===== src/rtl/imem_fetch_unit.sv =====
// Instruction memory with a program-load phase (LOAD) followed by a registered
// single-cycle fetch phase (RUN). Out-of-range accesses raise a sticky fault.
module imem_fetch_unit #(
    parameter int unsigned       DATA_W   = 16,
    parameter int unsigned       ADDR_W   = 6,
    parameter int unsigned       DEPTH    = 40,
    parameter int unsigned       PC_SHIFT = 2,
    parameter logic [DATA_W-1:0] NOP_WORD = 16'h0800
) (
    input  logic              clk,
    input  logic              rst,
    input  logic              mem_conflict,
    input  logic [15:0]       pc,
    input  logic              load_en,
    input  logic [ADDR_W-1:0] load_addr,
    input  logic [DATA_W-1:0] load_data,
    input  logic              load_done,
    output logic [DATA_W-1:0] instruction,
    output logic              instr_valid,
    output logic              ready,
    output logic              fault
);

    typedef enum logic {
        ST_LOAD = 1'b0,
        ST_RUN  = 1'b1
    } state_t;

    state_t            state_q, state_d;
    logic [DATA_W-1:0] instr_q, instr_d;
    logic              valid_q, valid_d;
    logic              fault_q, fault_d;

    // Storage is sized to the full index space so load_addr always indexes it directly.
    logic [DATA_W-1:0] mem_q [0:(2**ADDR_W)-1];

    logic [15:0] idx_s;
    logic        idx_oob_s;
    logic        load_oob_s;
    logic        wr_en_s;

    assign idx_s      = pc >> PC_SHIFT;
    assign idx_oob_s  = (32'(idx_s) >= DEPTH);
    assign load_oob_s = (32'(load_addr) >= DEPTH);
    assign wr_en_s    = (state_q == ST_LOAD) && load_en && !load_oob_s;

    // Program storage write port; deliberately not cleared by reset.
    always_ff @(posedge clk) begin
        if (wr_en_s) begin
            mem_q[load_addr] <= load_data;
        end
    end

    // Next-state and next-output selection for the LOAD/RUN machine.
    always_comb begin
        state_d = state_q;
        instr_d = NOP_WORD;
        valid_d = 1'b0;
        fault_d = fault_q;
        case (state_q)
            ST_LOAD: begin
                if (load_en && load_oob_s) begin
                    fault_d = 1'b1;
                end else begin
                    fault_d = fault_q;
                end
                if (load_done) begin
                    state_d = ST_RUN;
                end else begin
                    state_d = ST_LOAD;
                end
            end
            ST_RUN: begin
                state_d = ST_RUN;
                // Range check outranks the conflict so a bad pc is always flagged.
                if (idx_oob_s) begin
                    fault_d = 1'b1;
                end else if (mem_conflict) begin
                    instr_d = NOP_WORD;
                end else begin
                    instr_d = mem_q[idx_s[ADDR_W-1:0]];
                    valid_d = 1'b1;
                end
            end
            default: begin
                state_d = ST_LOAD;
            end
        endcase
    end

    // State and all outputs registered together under the asynchronous reset.
    always_ff @(posedge clk or posedge rst) begin
        if (rst) begin
            state_q <= ST_LOAD;
            instr_q <= NOP_WORD;
            valid_q <= 1'b0;
            fault_q <= 1'b0;
        end else begin
            state_q <= state_d;
            instr_q <= instr_d;
            valid_q <= valid_d;
            fault_q <= fault_d;
        end
    end

    assign instruction = instr_q;
    assign instr_valid = valid_q;
    assign ready       = (state_q == ST_RUN);
    assign fault       = fault_q;

endmodule


===== config.mk =====
export PLATFORM = sky130hd
export DESIGN_NAME = imem_fetch_unit
export DESIGN_NICKNAME = d
export VERILOG_FILES = /design/src/rtl/imem_fetch_unit.sv
export SDC_FILE = /design/constraint.sdc
export NUM_CORES = 1
export LEC_CHECK = 0
export BUFFER_PORTS_ARGS = -buffer_cell sky130_fd_sc_hd__buf_2
export CORE_MARGIN = 3
export CORE_UTILIZATION = 30
export CTS_BUF_LIST = sky130_fd_sc_hd__clkbuf_16
export DETAILED_ROUTE_END_ITERATION = 12
export GPL_ROUTABILITY_DRIVEN = 0
export PLACE_DENSITY_LB_ADDON = 0.08
export RECOVER_POWER = 50
export SLEW_MARGIN = 20
export SYNTH_ARGS = -nofsm -noshare
export SYNTH_HDL_FRONTEND = slang
export SYNTH_SLANG_ARGS = --single-unit
export TNS_END_PERCENT = 20

===== constraint.sdc =====
create_clock -name clk -period 2.07 [get_ports clk]
set_input_delay 0.414 -clock clk [delete_from_list [all_inputs] [get_ports clk]]
set_output_delay 0.414 -clock clk [all_outputs]
set_load 0.01 [all_outputs]

==> results_dict.tcl <==
set metrics [dict create \
    final.fill_count 8257 \
    grt-ovfl-total 0 \
    clockRootBuffer "clkbuf_16" \
    switching_share_pct 20.99 \
    critPathLaunchType "flop" \
    detail_route.drc_violations 0 \
    worst_pin_slew_ns 1.972 \
    drt_iter0_markers 1070 \
    drive_above_1_share_pct 37.07 \
    crit_path_max_fanout 1 \
    synth-edff-count 696 \
    placement.setup.worst_slack_ns -0.6789 \
    floorplan.initialDensity_pct 30.31 \
    vdd.ir_drop.worst_mv 0.4806 \
    total_power_mw 30.76 \
    synthesis.area_mm2 0.02736 \
    placeableCoreArea_mm2 0.09029 \
    insertion_delay_ns 0.61 \
    cap_violations 12 \
    power.share.combinational_pct 5.0 \
    first_pass_iters 5 \
    cts-htree-levels 3 \
    skew_ns 0.02376 \
    ys_seq_area_share_pct 78.12 \
    final.period_utilization_pct 96.65 \
    worstPathArrival_ns 2.47 \
    timing.final.setup_violations 0 \
    postCtsSetupRepairBufs 0 \
    cts_buf_count 80 \
    post-route-cell-area_mm2 0.03378 \
    portBuffers 59 \
    die_y_um 308.0 \
    yosys.cell_count.top_type "edfxtp_1" \
    failed_checks "max-capacitance violations, max-slew violations" \
    hold_slack_ns 0.3574 \
    run_status "finished, violations left" \
    fp.dieArea_mm2 0.09488 \
    area_delta_synth_final_pct 23.44 \
    share_of_synthesized_flip_flops_with_an_asynchronous_set_or_reset_pct 2.657 \
    clockPowerShare_pct 42.9 \
    clock_sinks 715 \
    postSynth.topFlopCell "edfxtp_1" \
    timing_max_transition_violations_final 492 \
    internal_power_mw 24.31 \
    synth.avg_cell_area_um2 22.73 \
    final_hold_viol_count 0 \
    ant_nets 0 \
    detail_route.wl_per_cell_um 26.29 \
    synthDominantAreaCellType "edfxtp_1" \
    endpoint_kind "flop" \
    crit_required_ns 2.54 \
    tritoncts "built" \
    post_synth_most_frequent_cells "edfxtp_1, mux4_2, nor2_1" \
    synthDominantCellAreaShare_pct 76.38 \
    synth.yosys.warnings 0 \
    cellLeakagePower_nw 11.18 \
    longest_clk_path_bufs 3 \
    synth_cells 1204 \
    hold_path_class "input port to flop" \
    placement.cell_area_mm2 0.03134 \
    setup_slack_ns 0.06933 \
    synth_top_cells_by_area "edfxtp_1, mux4_2, dfrtp_1, mux2i_1, nor2_1" \
    achievable-frequency_ghz 0.4998 \
    worst-setup-path-type "flop to flop" \
    postSynthRegisterBits 715 \
    netSwitchingPower_mw 6.457 \
    die_x_um 308.0 \
    route.detailed.vias_per_inst 4.780 \
    antenna_cells 0 \
    post_synth_num_cell_types 43 \
    post_layout_min_period_ns 2.001 \
    slew-limit-headroom_pct -31.48 \
    dp.final_hpwl_um 47030 \
    maximum_number_of_pins_on_one_net_before_global_route_repair 65 \
    seq_power_share_pct 52.1 \
    final_net_count 1588 \
    cell_area_power_density_mw_per_mm2 910.7 \
    grt_antenna_before_repair 2 \
    post-route-util_pct 37.41 \
    wire_length_of_the_first_global_routing_pass_um 105300 \
    boundaryPins 62 \
    grt_use_total_pct 15.58 \
    row_count 110 \
    vias 13290 \
    drt-total-wl_um 73120 \
    vias_in_the_first_global_route 14030 \
    cts.clk_slew.worst_paths_ns 0.05 \
]
metal layers:
metal  share of wire [%]  track usage [%]
met2                  47            24.50
met5                   0                0
met4                 1.9            4.064
met1                  47            22.71
met3                 4.0            2.369
layout by cell type, fill, tap and decap left out, types with 3 or more instances in the layout:
cell type,netlist,layout
o22ai_1,17,16
a211oi_1,5,5
buf_12,0,52
nor2_1,49,12
nor3_1,3,3
a21oi_1,13,13
dfrtp_1,18,18
mux4_2,184,184
nand3_1,6,6
o2111ai_1,3,3
inv_1,4,22
nor2b_1,9,8
clkinv_2,0,10
edfxtp_1,696,696
nand2_1,34,34
clkbuf_1,20,13
a22oi_1,9,9
nand2b_1,3,3
nor2_2,0,37
clkbuf_2,0,5
clkinv_1,0,22
conb_1,1,56
clkbuf_16,0,82
bufinv_16,0,4
mux2i_1,43,41
buf_2,16,43
mux2_2,9,9
o21ai_0,10,9
buf_4,12,146
flip-flops by register name (all words and copies together), names as in the netlist:
| signal | flops |
|---|---|
| fault | 1 |
| instr_valid | 1 |
| instruction | 16 |
| mem_q | 696 |
| ready | 1 |
logic make-up after synthesis:
| kind of cell | share of synthesized area, % |
|---|---|
| muxes | 17.09 |
| and+or+nand+nor | 1.998 |
| AOI/OAI and AO/OA | 1.559 |
| DFF | 78.12 |
| buffers and inverters | 1.225 |
| other | 0.01370 |
timing repair:
action / CTS / global route
gates resized for setup: 3 / 9
hold endpoints to repair: 19 / 0
hold buffers: 2 / 0
setup endpoints to repair: 11 / 43
cloned: 0 / 0
per-stage QoR:
step / setup TNS (ns) / instances
detailed placement: -46.72 / 2637
CTS: 0 / 2781
global placement: -26.03 / 2637
global route: -0.001402 / 2781
finish: 0 / 2781
floorplan: -40.55 / 1259
power by group through the flow:
stage	clock (mW)	combinational [mW]	sequential (mW)
2_1_floorplan	0	0.788	16.3
3_3_place_gp	0	1.57	16.3
3_5_place_dp	0	1.58	16.3
4_1_cts	13.7	1.58	16.0
5_1_grt	14.3	1.68	16.0
6_report	13.2	1.55	16.0
area by class of cell:
cell class	count	area, µm²	area share [%]
Sequential cell	715	21380	63.28
Multi-Input combinational cell	478	5986	17.72
Timing Repair Buffer	265	2497	7.393
Clock buffer	82	2052	6.075
Tap cell	1176	1471	4.356
Clock inverter	60	377.9	1.119
Inverter	5	18.77	0.05556
critical path, cell delays in order (launching register included):
cell and delay [ns]:
edfxtp_1 0.36, mux4_2 0.49, mux2i_1 0.30, o22ai_1 0.14, a311oi_2 0.32, buf_4 0.19
o22ai_1 0.07
path summary, 6_finish.rpt:
kind,start,end,slack (ns),depth (start not counted)
worst max-delay path,mem_q[3][9],instruction[9],0.07,6
worst min register to register,fault,fault,0.48,2
min in group asynchronous,rst,instruction[6],0.56,4
worst max register to register,mem_q[3][9],instruction[9],0.07,6
worst min-delay path,load_en,fault,0.36,5
max in group asynchronous,rst,instr_valid,1.01,4
No activity file was read; power rests on OpenSTA's default activity.
